File: config.mk
export PLATFORM = sky130hd
export DESIGN_NAME = link_credit_tx
export DESIGN_NICKNAME = d
export VERILOG_FILES = /design/src/rtl/link_credit_tx.sv
export SDC_FILE = /design/constraint.sdc
export NUM_CORES = 2
export LEC_CHECK = 0
export BUFFER_PORTS_ARGS = -buffer_cell sky130_fd_sc_hd__buf_4
export CAP_MARGIN = 20
export CORE_ASPECT_RATIO = 1.4
export CORE_MARGIN = 2
export CORE_UTILIZATION = 27
export CTS_BUF_LIST = sky130_fd_sc_hd__clkbuf_8 sky130_fd_sc_hd__clkbuf_16
export CTS_CLUSTER_SIZE = 8
export DETAILED_ROUTE_END_ITERATION = 10
export GPL_TIMING_DRIVEN = 0
export PLACE_DENSITY_LB_ADDON = 0.25
export SYNTH_ARGS = -nofsm -noshare
export SYNTH_HDL_FRONTEND = slang
export SYNTH_SLANG_ARGS = --single-unit
File: constraint.sdc
create_clock -name clk -period 21.8 [get_ports clk]
set_input_delay 4.36 -clock clk [delete_from_list [all_inputs] [get_ports clk]]
set_output_delay 4.36 -clock clk [all_outputs]
set_load 0.005 [all_outputs]
File: src/rtl/link_credit_tx.sv
// Credit-based internode link transmitter.
// Router flits are buffered in a small FIFO and sent to the link only while downstream
// credit remains. Credit flits arriving on the receive side replenish that credit. All
// other received flits are forwarded to the router.
module link_credit_tx #(
    parameter int unsigned FLIT_SIZE   = 144,
    parameter int unsigned QUEUE_DEPTH = 256,
    parameter int unsigned FIFO_DEPTH  = 8,
    parameter int unsigned CREDIT_W    = $clog2(QUEUE_DEPTH + 1)
) (
    input  logic                 clk,
    input  logic                 rst,
    input  logic [FLIT_SIZE-1:0] in_flit,
    input  logic                 in_valid,
    output logic                 in_avail,
    output logic [FLIT_SIZE-1:0] tx_flit,
    output logic                 tx_valid,
    input  logic [FLIT_SIZE-1:0] rx_flit,
    input  logic                 rx_valid,
    output logic [FLIT_SIZE-1:0] fwd_flit,
    output logic                 fwd_valid,
    output logic [CREDIT_W-1:0]  credit_count,
    output logic                 overflow,
    output logic                 credit_err
);

    localparam int unsigned PtrW = $clog2(FIFO_DEPTH);
    localparam int unsigned CntW = PtrW + 1;
    // One extra bit so credit plus a returned count cannot wrap before the saturation check.
    localparam int unsigned SumW = CREDIT_W + 1;

    logic [FLIT_SIZE-1:0] mem_q [FIFO_DEPTH];
    logic [PtrW-1:0]      wr_ptr_q, rd_ptr_q;
    logic [CntW-1:0]      count_q, count_d;
    logic [CREDIT_W-1:0]  credit_q, credit_d;
    logic [FLIT_SIZE-1:0] tx_flit_q, fwd_flit_q;
    logic                 tx_valid_q, fwd_valid_q;
    logic                 overflow_q, credit_err_q;

    logic                 rx_is_credit;
    logic [CREDIT_W-1:0]  ret_count;
    logic                 fifo_full;
    logic                 pop, push, drop;
    logic [SumW-1:0]      credit_sum;
    logic                 credit_over;

    // Decode FIFO handshakes and compute the next credit value.
    always_comb begin
        rx_is_credit = rx_valid & rx_flit[FLIT_SIZE-1];
        ret_count    = rx_is_credit ? rx_flit[CREDIT_W-1:0] : '0;
        fifo_full    = (count_q == CntW'(FIFO_DEPTH));
        // Pop uses only the current credit, so a credit arriving this cycle first helps next cycle.
        pop          = (count_q != '0) && (credit_q != '0);
        // A full FIFO can still take a flit when the head leaves in the same cycle.
        push         = in_valid && (!fifo_full || pop);
        drop         = in_valid && fifo_full && !pop;
        count_d      = count_q + CntW'(push) - CntW'(pop);
        credit_sum   = SumW'(credit_q) - SumW'(pop) + SumW'(ret_count);
        credit_over  = (credit_sum > SumW'(QUEUE_DEPTH));
        credit_d     = credit_over ? CREDIT_W'(QUEUE_DEPTH) : credit_sum[CREDIT_W-1:0];
    end

    // Report in_avail while at least two entries are free, keeping one entry as slack.
    always_comb begin
        in_avail = (count_q <= CntW'(FIFO_DEPTH - 2));
    end

    // FIFO storage. No reset is needed because reset clears the pointers.
    always_ff @(posedge clk) begin
        if (push) begin
            mem_q[wr_ptr_q] <= in_flit;
        end
    end

    // Control state: pointers, occupancy, credit, output registers and sticky errors.
    always_ff @(posedge clk) begin
        if (rst) begin
            wr_ptr_q     <= '0;
            rd_ptr_q     <= '0;
            count_q      <= '0;
            credit_q     <= CREDIT_W'(QUEUE_DEPTH);
            tx_flit_q    <= '0;
            tx_valid_q   <= 1'b0;
            fwd_flit_q   <= '0;
            fwd_valid_q  <= 1'b0;
            overflow_q   <= 1'b0;
            credit_err_q <= 1'b0;
        end else begin
            if (push) begin
                wr_ptr_q <= wr_ptr_q + PtrW'(1);
            end
            if (pop) begin
                rd_ptr_q  <= rd_ptr_q + PtrW'(1);
                tx_flit_q <= mem_q[rd_ptr_q];
            end
            tx_valid_q <= pop;
            count_q    <= count_d;
            credit_q   <= credit_d;
            // Credit flits are consumed here and are never forwarded.
            fwd_valid_q <= rx_valid && !rx_flit[FLIT_SIZE-1];
            if (rx_valid && !rx_flit[FLIT_SIZE-1]) begin
                fwd_flit_q <= rx_flit;
            end
            if (drop) begin
                overflow_q <= 1'b1;
            end
            if (credit_over) begin
                credit_err_q <= 1'b1;
            end
        end
    end

    assign tx_flit      = tx_flit_q;
    assign tx_valid     = tx_valid_q;
    assign fwd_flit     = fwd_flit_q;
    assign fwd_valid    = fwd_valid_q;
    assign credit_count = credit_q;
    assign overflow     = overflow_q;
    assign credit_err   = credit_err_q;

endmodule

Word-level counts from Yosys, hierarchy flattened

Memories as Yosys holds them, arrays and structs flattened. A register that Yosys moved wholly into a read port is not among the register bits.
Cells that the tools add are included.

Add/sub/neg operators: 6
Multipliers: 0
Div/mod/pow operators: 0
Order comparisons: 2
Eq/ne operators: 1
Shift operators: 0
Multiplexer cells: 3
Bitwise gates (word level): 1
Reduce and logical (&&, ||, !) cells: 12

Operator list:

| kind                | count |
|---|---|
| $add 10x9->10       | 1 |
| $gt 10x9->1 const B | 1 |
| $sub 9x1->10        | 1 |
| $mux 9              | 1 |
| $reduce_bool 9->1   | 1 |
| $add 3x1->3 const B | 2 |
| $logic_and 1x1->1   | 5 |
| $add 4x1->4         | 1 |
| $eq 4x4->1 const B  | 1 |
| $le 4x3->1 const B  | 1 |
| $reduce_bool 4->1   | 1 |
| $sub 4x1->4         | 1 |
| $logic_not 1->1     | 3 |
| $mux 1              | 2 |
| $reduce_or 2->1     | 1 |
| $and 1x1->1         | 1 |
| $logic_or 1x1->1    | 1 |

Register bits: 167
Bits in latches: 0
RAM bits: 1,152
Memory bits (read-only): 0
Input port bits: 292
Output and inout bits: 302
Word-level logic and storage cells: 35
Memories kept: 1

Memory list:

| name  | words | width | rd ports | clocked after memory_dff | write ports | RTL line | RTL |
|---|---|---|---|---|---|---|---|
| mem_q | 8     | 144   | 1        | 1                        | 1           | 32       | `logic [FLIT_SIZE-1:0] mem_q [FIFO_DEPTH];` |

Depth between registers and ports, before layout

Depth after elaboration: 6
Mapped depth: 17
Gate-level depth less buffers: 15

Least setup slack after synthesis

No wires, ideal clock.

Path type: input to register
Start point: input in_valid
End point: memory mem_q[0][0] (enable)
Setup time: 0.824 ns
Arrival time: 14.377 ns
Data required time: 20.976 ns
Path slack: 6.599 ns
Cell stages on the path: 3
Buffers on the path: 0
Cells stage by stage: o21a_1 > nand2b_1 > nor3_1

Longest elaborated chain between the ends: 3

Ends and longest elaborated chain:

| what                         | RTL line | RTL |
|---|---|---|
| from (decl)                  | 14       | `input logic in_valid,` |
| $logic_and 1x1->1            | 55       | `push = in_valid && (!fifo_full \|\| pop);` |
| $mux 1                       | 70       | `if (push) begin` |
| $mux 1 (not written as such) | 71       | `mem_q[wr_ptr_q] <= in_flit;` |
| to (decl)                    | 32       |  |

No other way between the ends.

Final worst setup path

Start point: input rx_valid
End point: register credit_q[4], in the netlist credit_count[4]

Longest elaborated chain between the ends: 5

Ends and longest elaborated chain:

| what                      | RTL line | RTL |
|---|---|---|
| from (decl)               | 19       | `input logic rx_valid,` |
| $and 1x1->1 *             | 49       | `rx_is_credit = rx_valid & rx_flit[FLIT_SIZE-1];` |
| $mux 9 *                  | 50       | `ret_count = rx_is_credit ? rx_flit[CREDIT_W-1:0] : '0;` |
| $add 10x9->10 *           | 58       | `credit_sum = SumW'(credit_q) - SumW'(pop) + SumW'(ret_count);` |
| $gt 10x9->1               | 59       | `credit_over = (credit_sum > SumW'(QUEUE_DEPTH));` |
| $reduce_or 2->1 (no line) | -        |  |
| to (signal assigned)      | 81       | `credit_q <= CREDIT_W'(QUEUE_DEPTH);` |
| to (signal assigned)      | 98       | `credit_q <= credit_d;` |
| to (decl)                 | 35       | `logic [CREDIT_W-1:0] credit_q, credit_d;` |

Mark *: on every way between the ends. The rest lies on a longest branch, timed or not.
A chain may end at the register's enable or synchronous reset.

==> metrics.md <==
| Metric | Value |
|---|---|
| Async set-or-reset flop fraction in the synthesized netlist | `0` |
| Routed wire length | `159000 um` |
| Layout Utilization | `0.349` |
| Post-synthesis to final-layout area growth | `28.3%` |
| CP max stage cell | `sky130_fd_sc_hd__a311oi_2` |
| Final net count | `4185` |
| Last weighted congestion value of the routability-driven placer | `0.825` |
| TritonCTS clock tree | `done` |
| H-tree levels | `4` |
| Pleak | `24.1 nW` |
| Launching element type of the critical path | `input port` |
| Synthesized cell area | `54200 sq um` |
| Final number of hold-violating endpoints | `0` |
| Die Footprint | `204000 sq um` |
| CTS Root Cell | `sky130_fd_sc_hd__clkbuf_16` |
| Buffers from clock root to sink, at most | `3` |
| Vias per std cell | `4.50` |
| Via count of the routed design | `30057` |
| Number of synthesized flops with an enable pin | `1152` |
| Post-synthesis instance total | `2976` |
| Average wire per cell in the routed design | `23.9 um` |
| Min-Delay Path Depth | `2` |
| Buffering stage count on the worst path with inverters included | `3` |
| Max-slew headroom | `0.328` |
| Post-synth top flop | `sky130_fd_sc_hd__edfxtp_1` |
| Critical path capture point type | `flip-flop` |
| Die width | `383 um` |
| Required time worst endpoint | `22.51 ns` |
| Largest driver fanout on the critical path | `10` |
| Fill cell count | `19120` |
| Clk slew on worst S/H paths | `0.05 ns` |
| Number of gates resized after CTS | `0` |
| All-layer global routing usage | `0.154` |
| Ratio of total power to cell area | `116 nW/um^2` |
| Register area share after synthesis | `0.753` |
| Number of global-route vias before repair | `31629` |
| Fraction of the cycle the final worst path needs | `0.303` |
| Total power | `0.00805 W` |
| # hold bufs at CTS | `0` |
| Maximum number of pins on one net before global-route repair | `24` |
| Least-Margin Pin Slew | `1.01 ns` |
| Count of non-filler cells in the finished layout | `6672` |
| Starting density of the core | `0.272` |
| Kind of cell adding the most delay to the critical path | `simple AND/OR/NAND/NOR gates` |
| Number of flip-flops and latches in the synthesized netlist | `1463` |
| Max Transition Viols Final | `0` |
| Skew-Pair Late Insertion Delay | `0.86 ns` |
| Syn avg cell area | `18.2 sq um` |
| Global-route wire length before repair | `228000 um` |
| Number of nets in the synthesized netlist | `3296` |
| Cells along the critical path | `buf_4, and2_1, clkbuf_1, nand3_1, nand2_1, ha_1, inv_1, fa_1, nand2b_1, a211oi_2, o211ai_1, and3b_1, a311oi_2, nor3b_1` |
| Min cycle time layout | `6.61 ns` |
| Share of final-layout standard cells stronger than drive strength 1 | `0.319` |
| DRC | `0` |
| Setup repair after global routing missed its margin | `false` |
| Maximum clock frequency | `0.151 GHz` |
| Number of clock buffers inserted by TritonCTS | `202` |
| GRT Residual Overflow | `0` |
| Cell depth of the worst flop-to-flop path | `17` |
| Core footprint | `200000 sq um` |
| Hold Crit Class | `flip-flop to flip-flop` |
| DPL Wire Length | `111000 um` |
| YS warnings | `0` |
| Arrival time reported for the critical path endpoint | `7.33 ns` |
| Unique masters post-synth | `48` |
| Sequential cell area | `40800 sq um` |
| Number of buffers added for setup after CTS | `0` |
| Number of top-level design ports | `594` |
| Cell Count Post-Placement | `6307` |
| Multi-input logic area | `12500 sq um` |
| Number of I/O port buffers | `593` |
| Number of antenna violations at the first check in global routing | `30` |
| Row Count | `194` |
| Clk_skew | `0.0771 ns` |
| Remaining number of nets flagged by the antenna check after routing | `0` |
| # setup viols final | `0` |
| Die height | `534 um` |
| Count of TritonRoute iterations in the first routing pass | `5` |
| Maximum vdd drop | `0.0744 mV` |
| Number of violations reported at the end of detailed-routing iteration 0 | `1624` |
| Logic depth of the worst path, buffers included | `14` |
| Worst path max stage delay | `0.46 ns` |
| Outcome | `finished clean` |
| Clock sinks | `1463` |
| Worst setup path class | `input port to flip-flop` |
| Max-cap violations | `0` |
[cell usage after synthesis (8+ instances only)]
| master | n | share of area |
|---|---|---|
| sky130_fd_sc_hd__inv_1 | 34 | 0.0024 |
| sky130_fd_sc_hd__nor2_1 | 167 | 0.012 |
| sky130_fd_sc_hd__buf_1 | 26 | 0.0018 |
| sky130_fd_sc_hd__a211oi_1 | 144 | 0.020 |
| sky130_fd_sc_hd__dfxtp_1 | 311 | 0.11 |
| sky130_fd_sc_hd__nand2_1 | 310 | 0.021 |
| sky130_fd_sc_hd__clkbuf_1 | 88 | 0.0061 |
| sky130_fd_sc_hd__buf_2 | 42 | 0.0039 |
| sky130_fd_sc_hd__mux2i_1 | 145 | 0.027 |
| sky130_fd_sc_hd__a21oi_1 | 153 | 0.014 |
| sky130_fd_sc_hd__buf_4 | 22 | 0.0030 |
| sky130_fd_sc_hd__edfxtp_1 | 1152 | 0.64 |
| sky130_fd_sc_hd__mux4_2 | 288 | 0.12 |
| sky130_fd_sc_hd__nor3_1 | 8 | 0.00074 |
| sky130_fd_sc_hd__ha_1 | 26 | 0.0060 |
[through the flow]
stage / setup slack [ns] / hold slack, ns / setup TNS [ns] / cell area, sq um
finish: 15.19 / 0.452 / 0 / 69600
global route: 14.97 / 0.468 / 0 / 69600
CTS: 15.26 / 0.454 / 0 / 69600
detailed placement: 14.32 / 0.447 / 0 / 63600
global placement: -7.29 / 0.444 / -2072.12 / 62000
floorplan: 6.60 / 0.453 / 0 / 54200
[layout by cell type (no fill, tap or decap), types with 3 or more instances in the layout]
cell | Yosys | routed
sky130_fd_sc_hd__nor3b_1 | 5 | 5
sky130_fd_sc_hd__edfxtp_1 | 1152 | 1152
sky130_fd_sc_hd__a21oi_1 | 153 | 153
sky130_fd_sc_hd__nand2b_1 | 5 | 5
sky130_fd_sc_hd__nor2_1 | 167 | 161
sky130_fd_sc_hd__inv_1 | 34 | 171
sky130_fd_sc_hd__clkbuf_16 | 0 | 202
sky130_fd_sc_hd__clkbuf_2 | 0 | 3
sky130_fd_sc_hd__nor3_1 | 8 | 6
sky130_fd_sc_hd__buf_12 | 0 | 39
sky130_fd_sc_hd__ha_1 | 26 | 26
sky130_fd_sc_hd__buf_2 | 42 | 42
sky130_fd_sc_hd__a21o_1 | 4 | 4
sky130_fd_sc_hd__buf_4 | 22 | 617
sky130_fd_sc_hd__nor3_2 | 2 | 4
sky130_fd_sc_hd__mux2i_1 | 145 | 145
sky130_fd_sc_hd__nor2_4 | 0 | 6
sky130_fd_sc_hd__diode_2 | 0 | 7
sky130_fd_sc_hd__a211oi_1 | 144 | 144
sky130_fd_sc_hd__clkbuf_1 | 88 | 85
sky130_fd_sc_hd__dfxtp_1 | 311 | 311
sky130_fd_sc_hd__nand2_1 | 310 | 310
sky130_fd_sc_hd__xnor2_1 | 3 | 3
sky130_fd_sc_hd__buf_6 | 0 | 34
sky130_fd_sc_hd__xor2_1 | 6 | 6
sky130_fd_sc_hd__mux4_2 | 288 | 288
sky130_fd_sc_hd__buf_1 | 26 | 26
sky130_fd_sc_hd__nand3_1 | 3 | 3
sky130_fd_sc_hd__buf_8 | 0 | 9
sky130_fd_sc_hd__buf_16 | 0 | 8
sky130_fd_sc_hd__clkinv_16 | 0 | 12
[path summary, 6_finish.rpt]
path                        startpoint                          to  slack (ns)
max                           rx_valid  credit_count[4]$_SDFF_PP0_       15.19
min reg2reg  fwd_flit[32]$_SDFFE_PP0P_   fwd_flit[32]$_SDFFE_PP0P_        0.45
max reg2reg      count_q[2]$_SDFF_PP0_  credit_count[4]$_SDFF_PP0_       17.19
min          fwd_flit[32]$_SDFFE_PP0P_   fwd_flit[32]$_SDFFE_PP0P_        0.45
[registers in the layout (all words and copies together) (netlist names)]
register / count
mem_q: 1152
fwd_flit: 144
tx_flit: 144
credit_count: 9
count_q: 4
rd_ptr_q: 3
wr_ptr_q: 3
credit_err: 1
fwd_valid: 1
overflow: 1
tx_valid: 1
[kinds of logic (layout without fill, tap and decap cells)]
family	count (synthesis)	count (layout)	synth area share
fa+ha+maj	28	28	0.00674
simple gates	515	515	0.0380
xor+xnor	9	9	0.00145
mux	433	433	0.146
other cells	0	7	0
flops	1463	1463	0.753
buf+inv	213	1256	0.0172
compound gates	315	315	0.0371
[worst reg2reg max path: stages (launching register included)]
cell                       delay [ns]
sky130_fd_sc_hd__dfxtp_1         0.33
sky130_fd_sc_hd__inv_1           0.08
sky130_fd_sc_hd__ha_1            0.21
sky130_fd_sc_hd__a32o_1          0.30
sky130_fd_sc_hd__inv_2           0.18
sky130_fd_sc_hd__buf_2           0.62
sky130_fd_sc_hd__buf_2           0.44
sky130_fd_sc_hd__nand2_1         0.16
sky130_fd_sc_hd__nand2_1         0.09
sky130_fd_sc_hd__ha_1            0.21
sky130_fd_sc_hd__inv_1           0.08
sky130_fd_sc_hd__fa_1            0.45
sky130_fd_sc_hd__nand2b_1        0.20
sky130_fd_sc_hd__a211oi_2        0.23
sky130_fd_sc_hd__o211ai_1        0.13
sky130_fd_sc_hd__and3b_1         0.22
sky130_fd_sc_hd__a311oi_2        0.46
sky130_fd_sc_hd__nor3b_1         0.11
[layer usage]
| layer | global-route usage | up-vias | wire (um) |
|---|---|---|---|
| met5 | 0 | - | 281 |
| met4 | 0.0458 | 44 | 3570 |
| met3 | 0.0474 | 247 | 11100 |
| met2 | 0.264 | 786 | 79300 |
| met1 | 0.185 | 15527 | 65000 |
| li1 | - | 13453 | - |
[final cells by class]
type	count	share of cell area
Antenna cell	7	0.000252
Tap cell	2646	0.0476
Multi-Input combinational cell	1300	0.180
Buffer	178	0.0116
Timing Repair Buffer	685	0.0860
Inverter	35	0.00189
Sequential cell	1463	0.587
Clock inverter	155	0.0133
Clock buffer	203	0.0729
[power by group]
| group | switching (W) | leakage, nW | total, W | internal, W |
|---|---|---|---|---|
| clock network | 0.00121 | 3.39 | 0.00288 | 0.00167 |
| registers | 0.000108 | 13.0 | 0.00335 | 0.00324 |
| logic | 0.00102 | 7.72 | 0.00183 | 0.000806 |
Power figures use the tool's default switching activity.
